===== config.mk =====
export PLATFORM = sky130hd
export DESIGN_NAME = regfile_shadow
export DESIGN_NICKNAME = d
export VERILOG_FILES = /design/src/rtl/regfile_shadow.sv
export SDC_FILE = /design/constraint.sdc
export NUM_CORES = 1
export LEC_CHECK = 0
export ABC_CLOCK_PERIOD_IN_PS = 2800
export BUFFER_PORTS_ARGS = -buffer_cell sky130_fd_sc_hd__buf_2
export CAP_MARGIN = 20
export CORE_MARGIN = 2
export CORE_UTILIZATION = 55
export CTS_CLUSTER_DIAMETER = 150
export DETAILED_ROUTE_END_ITERATION = 16
export PLACE_DENSITY = 0.81
export SYNTH_ARGS = -nofsm -noshare
export SYNTH_HDL_FRONTEND = slang
export SYNTH_SLANG_ARGS = --single-unit

===== constraint.sdc =====
create_clock -name Clk -period 2.8 [get_ports Clk]
set_clock_uncertainty 0.15 [all_clocks]
set_input_delay 0.14 -clock Clk [delete_from_list [all_inputs] [get_ports Clk]]
set_output_delay 0.14 -clock Clk [all_outputs]
set_load 0.02 [all_outputs]

===== src/rtl/regfile_shadow.sv =====
// rtl/regfile_shadow.sv - register file with shadow bank save/restore sequencer; RF_BYPASS_EN enables write-to-read forwarding
module regfile_shadow #(
  parameter int W  = 8,
  parameter int D  = 4,
  parameter int NR = 2
) (
  input  logic            Clk,
  input  logic            Reset,
  input  logic            WriteEn,
  input  logic [D-1:0]    Waddr,
  input  logic [W-1:0]    DataIn,
  input  logic [NR*D-1:0] Raddr,
  output logic [NR*W-1:0] DataOut,
  input  logic            SaveReq,
  input  logic            RestoreReq,
  output logic            Busy,
  output logic            Done
);

  localparam int N = 2 ** D;

  typedef enum logic [1:0] {IDLE, SAVE, RESTORE, DONE} state_t;

  state_t       state, state_nx;
  logic [D-1:0] idx, idx_nx;
  logic [W-1:0] main_q   [N];
  logic [W-1:0] shadow_q [N];
  logic         wr_ok;

  // External writes are locked out while the main bank is being restored
  assign wr_ok = WriteEn && (state != RESTORE);

  // State and copy index register
  always_ff @(posedge Clk or negedge Reset) begin
    if (!Reset) begin
      state <= IDLE;
      idx   <= '0;
    end else begin
      state <= state_nx;
      idx   <= idx_nx;
    end
  end

  // Next-state logic: SAVE wins over RESTORE, requests outside IDLE are dropped
  always_comb begin
    state_nx = state;
    idx_nx   = idx;
    case (state)
      IDLE: begin
        if (SaveReq) begin
          state_nx = SAVE;
          idx_nx   = '0;
        end else if (RestoreReq) begin
          state_nx = RESTORE;
          idx_nx   = '0;
        end
      end
      SAVE, RESTORE: begin
        idx_nx = idx + 1'b1;
        if (&idx) state_nx = DONE;
      end
      DONE:    state_nx = IDLE;
      default: state_nx = IDLE;
    endcase
  end

  assign Busy = (state == SAVE) || (state == RESTORE);
  assign Done = (state == DONE);

  // Main bank: restore copy has priority, otherwise accept external writes
  always_ff @(posedge Clk or negedge Reset) begin
    if (!Reset) begin
      for (int i = 0; i < N; i++) main_q[i] <= '0;
    end else if (state == RESTORE) begin
      main_q[idx] <= shadow_q[idx];
    end else if (wr_ok) begin
      main_q[Waddr] <= DataIn;
    end
  end

  // Shadow bank: only written by the save copy; reads pre-write main contents
  always_ff @(posedge Clk or negedge Reset) begin
    if (!Reset) begin
      for (int i = 0; i < N; i++) shadow_q[i] <= '0;
    end else if (state == SAVE) begin
      shadow_q[idx] <= main_q[idx];
    end
  end

  for (genvar k = 0; k < NR; k++) begin : g_rd
    logic [D-1:0] ra;
    assign ra = Raddr[k*D +: D];
`ifdef RF_BYPASS_EN
    assign DataOut[k*W +: W] = (wr_ok && Reset && (ra == Waddr)) ? DataIn : main_q[ra];
`else
    assign DataOut[k*W +: W] = main_q[ra];
`endif
  end

endmodule


==> flow_metrics.py <==
metrics = {
    "clock_network": {
        "clk_latency_ps": 550,
        "cts_resized": 0,
        "numCtsBuffers": 27,
        "cts_buffer_depth": 3,
        "htree_levels": 1,
        "cts.sinks": 262,
        "cts-root-buf": "clkbuf_16",
        "clkSlewWorstSetupHoldPaths_ps": 60,
        "cts_tree": "yes",
    },
    "place": {
        "io_buffers": 42,
        "dp_hpwl_um": 30500,
        "place_inst": 1468,
        "place.gp.congestion": 1.03,
    },
    "floorplan": {
        "coreArea_mm2": 0.0268,
        "die_h_um": 169,
        "boundaryPins": 43,
        "die_width_um": 169,
        "start_util_pct": 55.8,
        "die_area_mm2": 0.0285,
        "rows": 60,
    },
    "power": {
        "clkPwrFrac_pct": 22.3,
        "power_density_mw_per_mm2": 1060,
        "power.leakage_nw": 7.32,
        "p_sw_mw": 6.65,
        "seq_power_share_pct": 36.1,
        "vdd_ir_drop_max_mv": 0.526,
        "power.total_mw": 17.8,
        "p_int_mw": 11.1,
        "switching_share_pct": 37.4,
        "comb_power_share_pct": 41.7,
    },
    "worst_setup_path": {
        "cp-start-kind": "flip-flop",
        "worst-path-max-fanout": 4,
        "crit_type": "flip-flop to primary output",
        "worst_path_max_delay_cell": "a22oi_1",
        "endpoint_kind": "primary output",
        "max_stage_delay_ps": 560,
        "crit_family": "compound AO/OA/AOI/OAI gates",
        "cp.required_ps": 2510,
        "critPathBufInv": 1,
        "critPathArrivalTime_ps": 2340,
        "path_cells": "mux4_2 > a22oi_1 > nand2_1 > buf_2",
    },
    "synth": {
        "synth-edff-count": 0,
        "synth_top_area_share_pct": 43.8,
        "synth_flop_cell": "dfrtp_1",
        "synth_top_area_cell": "dfrtp_1",
        "synthArstFlopShare_pct": 100,
        "synthCells": 1111,
        "yosysWarnings": 0,
        "ys_types": 59,
        "synth.top_cells.by_count": "dfrtp_1, mux2_2, mux4_2",
        "synth_most_common_cell": "dfrtp_1",
        "ys_ff_latch": 262,
        "ys_seq_area_share_pct": 43.8,
        "synth_nets": 1145,
        "netlist_top_cells_area": "dfrtp_1, mux4_2, mux2_2",
        "synth.avg_cell_area_um2": 13.5,
        "synth_area_mm2": 0.0150,
    },
    "sta": {
        "fmax_ghz": 0.380,
        "finalHoldViolCount": 0,
        "min_period_over_period_pct": 93.9,
        "rsz0062_at_grt": "no",
        "slew_headroom_pct": 25.7,
        "fin_tns_setup_ps": 0,
        "worst_pin_slew_ps": 1110,
        "period_needed_ps": 2630,
        "setup_viol": 0,
        "drv_slew": 0,
    },
    "drt": {
        "routedWlPerCell_um": 29.0,
        "drc": 0,
        "dr.first_iter.drc_count": 1336,
        "wl_um": 44200,
        "vias_per_cell": 7.31,
        "first_pass_iters": 5,
        "postRouteAntennaNets": 0,
        "vias": 11100,
    },
    "grt": {
        "track_usage_pct": 31.5,
        "grt_overflow": 0,
        "grt_pass1_wl_um": 68000,
        "grt_pass1_vias": 11300,
        "antenna_found_initial": 0,
        "grt_max_degree": 97,
    },
    "finish": {
        "drive_above_1_share_pct": 38.0,
        "final_nets": 1197,
        "stdcell_count": 1525,
        "area_delta_synth_final_pct": 11.9,
        "num_antenna_cells": 0,
    },
    "outcome": {
        "status": "finished clean",
    },
    "flow_run": {
        "drv_cap": 0,
    },
    "min_path": {
        "hold_class": "input pin to async pin",
    },
}
sequential cells by signal, summed over array words and instances, names as in the netlist:
| name | cells |
|---|---|
| main_q | 128 |
| idx | 4 |
| shadow_q | 128 |
| state | 2 |
per-layer routing:
layer,vias to the layer above,GRT usage [%],part of all wire (%),routed length (µm)
met5,-,0,0,0
met1,5651,41.4,37,16100
met2,779,48.5,46,20200
li1,4536,-,-,-
met3,179,8.98,12,5240
met4,0,15.2,5.9,2610
worst reg2reg max path: cells and delay by family, from the launching register on:
kind                       cells  cell delay (ps)
AOI/OAI and AO/OA              2              750
buffers and inverters          2              490
DFF                            1              420
adders and majority gates      1              400
and+or+nand+nor                1              320
power groups by stage:
stage / clock, mW / combinational [mW] / sequential, mW
after detailed placement: 0 / 7.24 / 6.42
after floorplan: 0 / 5.44 / 5.93
after global routing: 4.13 / 7.80 / 6.59
after global placement: 0 / 7.05 / 6.27
after CTS: 4.00 / 7.29 / 6.36
final: 3.96 / 7.41 / 6.42
through the flow:
step                      hold WS, ps  setup WS (ps)  area [µm²]  util (%)
after floorplan                  -306            305       15000         -
after global placement          -2.87            389       15700      58.6
after detailed placement         5.38            315       15700      58.6
after CTS                       0.773            289       16700      62.5
after global routing             41.9            103       16700      62.5
final                            7.77            171       16700      62.5
path summary, 6_finish.rpt:
check                             from       endpoint  slack (ps)  cells past startpoint
setup reg to reg              state[0]      main_q[4]         210                      6
hold reg to reg            shadow_q[8]    shadow_q[8]         350                      1
min in group Clk              Waddr[3]     main_q[25]          30                      3
setup / recovery            main_q[56]     DataOut[8]         170                      4
hold / removal                   Reset  shadow_q[120]           8                      2
max in group asynchronous        Reset     main_q[27]        1540                      3
cells in the final DEF (no fill, tap or decap), types with 6 or more instances in the layout:
cell           count
dfrtp_1          260
mux2_2           133
mux4_2           122
a221o_1           80
a22oi_1           71
nor2_1            63
buf_4             53
buf_2             41
nand2_1           35
o21ai_0           34
mux2i_1           30
clkbuf_16         27
nor2b_1           22
and2_1            21
nand3_1           18
nand2b_1          13
inv_1             10
ha_1               9
a21oi_2            7
dlygate4sd3_1      7
buf_12             7
a21o_1             6
o21ai_1            6
a211oi_2           6
clkbuf_8           6
area by class of cell:
| cell class | instances | area (µm²) |
|---|---|---|
| fill | 1946 | 10100 |
| multi-input combinational | 752 | 7910 |
| sequential | 262 | 6560 |
| timing repair buffer | 109 | 828 |
| clock buffer | 34 | 762 |
| tap | 341 | 427 |
| clock inverter | 16 | 223 |
| inverter | 11 | 41.3 |
cells by family after synthesis:
group | Yosys count | synth area share (%)
AO/OA/AOI/OAI | 244 | 13.6
adder cells (fa/ha/maj) | 9 | 0.753
buffers and inverters | 97 | 3.38
flip-flops | 262 | 43.8
multiplexers | 286 | 30.5
AND/OR/NAND/NOR | 213 | 7.86
timing repair:
action                                 4_1_cts  5_1_grt
endpoints found under the hold margin      184        0
setup buffers                                0        0
hold buffers                                 7        0
setup endpoints to repair                    0        0
Power figures use the tool's default switching activity.
